File: config.mk
export PLATFORM = sky130hd
export DESIGN_NAME = ioctl_rom_loader
export DESIGN_NICKNAME = d
export VERILOG_FILES = /design/src/rtl/ioctl_rom_loader.sv
export SDC_FILE = /design/constraint.sdc
export NUM_CORES = 1
export LEC_CHECK = 0
export ABC_AREA = 1
export CORE_UTILIZATION = 54
export DETAILED_ROUTE_END_ITERATION = 6
export HOLD_SLACK_MARGIN = 0.08
export PLACE_DENSITY = 0.78
export SETUP_SLACK_MARGIN = 0.05
export SLEW_MARGIN = 20
export SYNTH_ARGS = -nofsm -noshare
export SYNTH_HDL_FRONTEND = slang
export SYNTH_SLANG_ARGS = --single-unit
File: constraint.sdc
create_clock -name clk_sys -period 2.76 [get_ports clk_sys]
set_input_delay 0.552 -clock clk_sys [delete_from_list [all_inputs] [get_ports clk_sys]]
set_output_delay 0.552 -clock clk_sys [all_outputs]
set_load 0.1 [all_outputs]
File: src/rtl/ioctl_rom_loader.sv
// ioctl_rom_loader: hps_io download sink that maps ioctl bytes onto up to four
// target regions, packs them into DATA_W words and issues them with a req/ack
// handshake, holding the CPU in reset and tracking a checksum and an error flag.
//
// Ports:
//   clk_sys, reset                      clock, synchronous active-high reset
//   ioctl_download/index/wr/addr/dout   byte stream from hps_io
//   ioctl_wait                          stall request back to hps_io
//   mem_req/ack/sel/addr/data/be        word write port (sel is one-hot region)
//   hold_reset                          CPU reset request
//   done                                one-cycle pulse when a download completes
//   error                               sticky: dropped or unmapped byte seen
//   checksum                            sum mod 2^16 of accepted bytes
module ioctl_rom_loader #(
    parameter int                 DATA_W   = 8,
    parameter int                 NREG     = 2,
    parameter int                 ADDR_W   = 16,
    parameter logic [NREG*25-1:0] REG_BASE = {25'h8000, 25'h0},
    parameter logic [NREG*25-1:0] REG_SIZE = {25'h800, 25'h8000},
    parameter logic [7:0]         IDX      = 8'd0,
    parameter int                 HOLD_CYC = 16
) (
    input  logic                 clk_sys,
    input  logic                 reset,
    input  logic                 ioctl_download,
    input  logic [7:0]           ioctl_index,
    input  logic                 ioctl_wr,
    input  logic [24:0]          ioctl_addr,
    input  logic [7:0]           ioctl_dout,
    output logic                 ioctl_wait,
    output logic                 mem_req,
    input  logic                 mem_ack,
    output logic [NREG-1:0]      mem_sel,
    output logic [ADDR_W-1:0]    mem_addr,
    output logic [DATA_W-1:0]    mem_data,
    output logic [DATA_W/8-1:0]  mem_be,
    output logic                 hold_reset,
    output logic                 done,
    output logic                 error,
    output logic [15:0]          checksum
);
    localparam int NB = DATA_W / 8;
    localparam int LW = NB > 1 ? $clog2(NB) : 1;
    localparam int BW = NB + DATA_W;

    typedef enum logic [2:0] {IDLE, COLLECT, ISSUE, FLUSH, HOLD} state_t;

    state_t            state_q, state_d;
    logic              act_q;
    logic [BW-1:0]     wbuf_q, wbuf_d;
    logic [NREG-1:0]   bsel_q, bsel_d;
    logic [ADDR_W-1:0] baddr_q, baddr_d;
    logic              sk_v_q, sk_v_d;
    logic [NREG-1:0]   sk_sel_q, sk_sel_d;
    logic [ADDR_W-1:0] sk_word_q, sk_word_d;
    logic [LW-1:0]     sk_lane_q, sk_lane_d;
    logic [7:0]        sk_dat_q, sk_dat_d;
    logic              err_q, err_d;
    logic [15:0]       sum_q, sum_d;
    logic              hold_q, hold_d;
    logic              done_q, done_d;
    logic [15:0]       cnt_q, cnt_d;

    logic              hit;
    logic [NREG-1:0]   sel_n;
    logic [24:0]       off;
    logic [LW-1:0]     lane_n;
    logic [ADDR_W-1:0] word_n;

    // The word buffer keeps byte enables above the data: {be, data}.
    function automatic logic [BW-1:0] put(input logic [BW-1:0] cur, input logic [LW-1:0] lane,
                                          input logic [7:0] dat);
        put = cur;
        for (int b = 0; b < NB; b++)
            if (lane == LW'(b)) begin
                put[DATA_W+b]  = 1'b1;
                put[b*8 +: 8] = dat;
            end
    endfunction

    // Scan from the top region down so the lowest matching region wins.
    always_comb begin
        hit   = 1'b0;
        sel_n = '0;
        off   = '0;
        for (int r = NREG - 1; r >= 0; r--)
            if ({1'b0, ioctl_addr} >= {1'b0, REG_BASE[r*25 +: 25]} &&
                {1'b0, ioctl_addr} <  {1'b0, REG_BASE[r*25 +: 25]} + {1'b0, REG_SIZE[r*25 +: 25]}) begin
                hit      = 1'b1;
                sel_n    = '0;
                sel_n[r] = 1'b1;
                off      = ioctl_addr - REG_BASE[r*25 +: 25];
            end
    end

    assign lane_n = LW'(off % 25'(NB));
    assign word_n = ADDR_W'(off / 25'(NB));

    logic active, rise, fall, wr_v, good, bad, empty, same, top_n;
    logic ld_v, ld_top;
    logic [NREG-1:0]   ld_sel;
    logic [ADDR_W-1:0] ld_word;
    logic [LW-1:0]     ld_lane;
    logic [7:0]        ld_dat;

    assign active = ioctl_download && ioctl_index == IDX;
    assign rise   = active && !act_q;
    assign fall   = act_q && !active;
    // A byte strobed in the same cycle the download drops is still taken.
    assign wr_v   = ioctl_wr && (active || act_q) && (state_q == COLLECT || state_q == ISSUE);
    assign good   = wr_v && hit;
    assign bad    = wr_v && !hit;
    assign empty  = wbuf_q[DATA_W +: NB] == '0;
    assign same   = empty || (sel_n == bsel_q && word_n == baddr_q);
    assign top_n  = lane_n == LW'(NB - 1);

    // On ack the next buffer starts from the skid byte, or else from a byte
    // arriving in that same cycle.
    assign ld_v    = sk_v_q || good;
    assign ld_sel  = sk_v_q ? sk_sel_q : sel_n;
    assign ld_word = sk_v_q ? sk_word_q : word_n;
    assign ld_lane = sk_v_q ? sk_lane_q : lane_n;
    assign ld_dat  = sk_v_q ? sk_dat_q : ioctl_dout;
    assign ld_top  = ld_lane == LW'(NB - 1);

    // Request and stall are gated by reset so an abort drops them at once.
    assign mem_req    = !reset && (state_q == ISSUE || (state_q == FLUSH && !empty));
    assign ioctl_wait = !reset && (state_q == ISSUE || state_q == FLUSH || sk_v_q);

    always_comb begin
        state_d   = state_q;
        wbuf_d    = wbuf_q;
        bsel_d    = bsel_q;
        baddr_d   = baddr_q;
        sk_v_d    = sk_v_q;
        sk_sel_d  = sk_sel_q;
        sk_word_d = sk_word_q;
        sk_lane_d = sk_lane_q;
        sk_dat_d  = sk_dat_q;
        err_d     = err_q || bad || (good && sk_v_q);
        sum_d     = sum_q;
        hold_d    = hold_q;
        done_d    = 1'b0;
        cnt_d     = cnt_q;
        case (state_q)
            IDLE, HOLD: begin
                if (rise) begin
                    state_d = COLLECT;
                    err_d   = 1'b0;
                    sum_d   = '0;
                    wbuf_d  = '0;
                    sk_v_d  = 1'b0;
                    hold_d  = 1'b1;
                end else if (state_q == HOLD) begin
                    cnt_d = cnt_q + 16'd1;
                    if (cnt_q == 16'(HOLD_CYC - 1)) begin
                        state_d = IDLE;
                        hold_d  = 1'b0;
                    end
                end
            end
            COLLECT: begin
                if (good && same) begin
                    wbuf_d  = put(wbuf_q, lane_n, ioctl_dout);
                    bsel_d  = sel_n;
                    baddr_d = word_n;
                    sum_d   = sum_q + {8'd0, ioctl_dout};
                    state_d = top_n ? ISSUE : fall ? FLUSH : COLLECT;
                end else if (good) begin
                    sk_v_d    = 1'b1;
                    sk_sel_d  = sel_n;
                    sk_word_d = word_n;
                    sk_lane_d = lane_n;
                    sk_dat_d  = ioctl_dout;
                    sum_d     = sum_q + {8'd0, ioctl_dout};
                    state_d   = ISSUE;
                end else if (fall) begin
                    state_d = FLUSH;
                end
            end
            ISSUE: begin
                if (good && !sk_v_q)
                    sum_d = sum_q + {8'd0, ioctl_dout};
                if (mem_ack) begin
                    sk_v_d  = 1'b0;
                    wbuf_d  = ld_v ? put('0, ld_lane, ld_dat) : '0;
                    bsel_d  = ld_v ? ld_sel : bsel_q;
                    baddr_d = ld_v ? ld_word : baddr_q;
                    state_d = ld_v && ld_top ? ISSUE : active ? COLLECT : ld_v ? FLUSH : HOLD;
                    done_d  = !ld_v && !active;
                    cnt_d   = '0;
                end else if (good && !sk_v_q) begin
                    sk_v_d    = 1'b1;
                    sk_sel_d  = sel_n;
                    sk_word_d = word_n;
                    sk_lane_d = lane_n;
                    sk_dat_d  = ioctl_dout;
                end
            end
            FLUSH: begin
                if (empty || mem_ack) begin
                    state_d = HOLD;
                    done_d  = 1'b1;
                    cnt_d   = '0;
                    wbuf_d  = '0;
                end
            end
            default: state_d = IDLE;
        endcase
    end

    always_ff @(posedge clk_sys) begin
        if (reset) begin
            state_q   <= IDLE;
            act_q     <= 1'b0;
            wbuf_q    <= '0;
            bsel_q    <= '0;
            baddr_q   <= '0;
            sk_v_q    <= 1'b0;
            sk_sel_q  <= '0;
            sk_word_q <= '0;
            sk_lane_q <= '0;
            sk_dat_q  <= '0;
            err_q     <= 1'b0;
            sum_q     <= '0;
            hold_q    <= 1'b0;
            done_q    <= 1'b0;
            cnt_q     <= '0;
        end else begin
            state_q   <= state_d;
            act_q     <= active;
            wbuf_q    <= wbuf_d;
            bsel_q    <= bsel_d;
            baddr_q   <= baddr_d;
            sk_v_q    <= sk_v_d;
            sk_sel_q  <= sk_sel_d;
            sk_word_q <= sk_word_d;
            sk_lane_q <= sk_lane_d;
            sk_dat_q  <= sk_dat_d;
            err_q     <= err_d;
            sum_q     <= sum_d;
            hold_q    <= hold_d;
            done_q    <= done_d;
            cnt_q     <= cnt_d;
        end
    end

    assign mem_sel    = bsel_q;
    assign mem_addr   = baddr_q;
    assign mem_data   = wbuf_q[DATA_W-1:0];
    assign mem_be     = wbuf_q[DATA_W +: NB];
    assign hold_reset = hold_q;
    assign done       = done_q;
    assign error      = err_q;
    assign checksum   = sum_q;
endmodule

==> reports/qor.csv <==
stage;metric;value;unit
die;die_x;102;microns
sta;rsz0062_at_grt;no;
setup_path;crit_type;input port to flop;
sta;setup_viol;0;
final_layout;seqCellArea;0.00186;sq mm
hold_path;hp-start;sk_word_q[3]$_SDFFE_PP0P_;
sta;min_period;2.58;ns
die;die_y;102;microns
synthesis;synth_edf_count;0;
synthesis;synthArstFlopShare;0;%
final_layout;diodes;0;
final_layout;multi_input_area;0.00317;sq mm
global_route;first_global_vias;5475;
final_layout;areaGrowthSynthToFinish;37.1;%
die;ioPinCount;94;
status;status;finished, final reports clean;
global_route;grt_usage;28.5;%
sta;fin_skew;0.0145;ns
clocking;cts_tree;built;
synthesis;ys_ff_latch;93;
setup_path;cp_max_fo;5;
final_layout;fillers;737;
clocking;ctsHtreeMaxLevel;3;
synthesis;synth_area_leaders;dfxtp_1 34%, nand2_1 15%, nor2_1 9.5%;
routing;drt_iter0_markers;258;
die;die-area;0.0105;sq mm
setup_path;worst_setup_path_end_kind;flop;
sta;final_max_slew_viol_count;0;
global_route;antenna_found_initial;0;
setup_path;reg2reg_from;state_q[2]$_SDFFE_PP0P_;
hold_path;worstHoldEndpoint;sk_word_q[3]$_SDFFE_PP0P_;
routing;postRouteAntennaNets;0;
final_layout;nNetsFinal;1066;
final_layout;final_common_cell;nand2_1;
sta;hold_viol;0;
clocking;cts_root_buf;clkbuf_8;
die;row_count;36;
synthesis;synth_warnings;0;
hold_path;hold_depth;2;
final_layout;final_core_util;76.3;%
placement;post-place-cells;1121;
power;leakage;0.00349;uW
placement;dpl.hpwl;11100;microns
global_route;grt_overflow;0;
setup_path;r2r-end;mem_sel[0]$_SDFFE_PP0P_;
routing;vias;6104;
synthesis;synthCells;839;
run;cap_violations;0;
synthesis;yosysTopAreaCell;dfxtp_1;
power;power_density;328;mW/mm^2
synthesis;yosysTopAreaCellShare;34.3;%
final_layout;layout_common_cells;214 x nand2_1, 136 x nor2_1, 131 x buf_4, 92 x inv_1, 92 x dfxtp_1;
routing;drt_pass1_iterations;4;
final_layout;drive_gt1_share;21.1;%
sta;fin_tns_setup;0;ns
setup_path;reg2reg_setup_slack;0.31;ns
synthesis;ys.flop_type;dfxtp_1;
synthesis;syn_nets;895;
final_layout;design_area;0.00745;sq mm
hold_path;hold_class;flop to flop;
routing;drc_errors;0;
synthesis;avgSynthCellArea;6.48;sq um
synthesis;synth_area;0.00544;sq mm
setup_path;start_kind;input port;
placement;port_buffers;93;
clocking;cts_num_sinks;93;
placement;gp_congestion;0.935;
routing;finalWirelength;15800;microns
setup_path;reg2regPathDepth;16;
clocking;numCtsBuffers;9;
setup_path;crit_required;3.02;ns
setup_path;cp_data_arrival_time;2.84;ns
sta;worstMarginPinSlew;0.581;ns
clocking;cts_max_path_buffers;2;
final_layout;final_cells;1148;
clocking;cts_hold_buf;0;
routing;post_drt_wl_per_cell;13.8;microns
sta;post-route-period-util;93.4;%
sta;relSlewSlack;61.3;%
synthesis;ys_seq_area_share;34.3;%
global_route;grt_pass1_wl;23800;microns
power;peakVddDrop;0.229;mV
synthesis;ys_types;39;
die;initial_core_util;55.6;%
clocking;path_clk_slew;0.09;ns
placement;placed_area;0.00695;sq mm
die;core_area;0.00977;sq mm
clocking;clk_latency;0.37;ns
routing;vias_per_cell;5.32;
global_route;grt_max_degree;59;
sta;max_freq;0.388;GHz
-- where the power goes --
group	leakage, uW	switching, uW	internal (uW)	total, uW
Combinational	0.00264	84.6	91.3	176
Clock	0.000101	498	427	926
Sequential	0.000749	0.261	1340	1340
-- how the worst max path moves through the flow --
stage,start,end
6_report,ioctl_addr[17],mem_sel[0]$_SDFFE_PP0P_
5_1_grt,ioctl_index[7],cnt_q[4]$_SDFFE_PP0P_
4_1_cts,ioctl_addr[24],mem_sel[0]$_SDFFE_PP0P_
3_5_place_dp,ioctl_addr[24],mem_addr[12]$_SDFFE_PP0P_
3_3_place_gp,ioctl_addr[13],mem_addr[0]$_SDFFE_PP0P_
2_1_floorplan,reset,ioctl_wait
-- sequential cells by signal, summed over array words and instances, names as in the netlist --
register    count
act_q           1
checksum       16
cnt_q          16
done            1
error           1
hold_reset      1
mem_addr       16
mem_sel         2
sk_dat_q        8
sk_sel_q        2
sk_v_q          1
sk_word_q      16
state_q         3
wbuf_q          9
-- layer usage --
metal	vias to the layer above	global-route usage [%]	part of all wire [%]
met5	-	0	0
met4	0	10.4	2.5
met3	38	4.65	6.6
met2	225	50.0	48
met1	2790	35.1	43
li1	3051	-	-
-- synthesized netlist by cell type, types with 6 or more instances --
master / number
nand2_1: 219
nor2_1: 138
dfxtp_1: 93
inv_1: 92
a21oi_1: 52
nand3_1: 50
o21ai_0: 38
nand4_1: 19
nor3_1: 13
clkbuf_1: 12
xor2_1: 11
a21oi_2: 10
ha_1: 9
nand2_2: 9
nand3b_1: 9
a22o_1: 8
buf_2: 8
nor4_1: 7
buf_6: 6
-- metrics by stage --
step / total power, uW / hold WS (ns) / setup WS [ns]
6_report: 2440 / 0.482 / 0.182
5_1_grt: 2530 / 0.506 / 0.0493
4_1_cts: 2460 / 0.482 / 0.0760
3_5_place_dp: 1540 / 0.458 / -0.330
3_3_place_gp: 1540 / 0.433 / -0.239
2_1_floorplan: 1430 / 0.425 / 0.0487
-- kinds of logic (layout without fill, tap and decap cells) --
logic type	count (synthesis)	count (layout)	synth area share, %
DFF	93	93	34.3
xor gates and xnor gates	13	13	2.09
adders and majority gates	10	10	2.44
buffers and inverters	123	299	9.65
and+or+nand+nor	480	480	38.7
AOI/OAI and AO/OA	120	120	12.9
-- critical path, stage by stage --
cell and delay (ns):
dlymetal6s2s_1 0.12, nor2_1 0.13, nand2_1 0.11, nor2_4 0.23
nand2_4 0.11, buf_6 0.13, nand2_1 0.05, nand2_1 0.04
inv_1 0.04, nand3_1 0.07, nor2_1 0.17, nand2_1 0.09
nor2_1 0.14, nand2_1 0.08, nand2_2 0.10, nand3_2 0.09
nand2_4 0.12, nand2_8 0.09, buf_12 0.15, nor2_1 0.13
nor2_1 0.08
-- area by class of cell --
type / count / share of cell area (%)
clock buffers: 10 / 1.71
clock inverters: 6 / 0.940
inverters: 94 / 4.73
multi-input cells: 623 / 42.5
flip-flops and latches: 93 / 25.0
well taps: 133 / 2.23
repair buffers: 189 / 22.9
-- repair_timing --
item,in CTS,in global routing
resized for setup,1,44
pin swaps,0,29
cloned,0,4
setup endpoints to repair,2,77
setup buffers,0,8
Power figures use the tool's default switching activity.
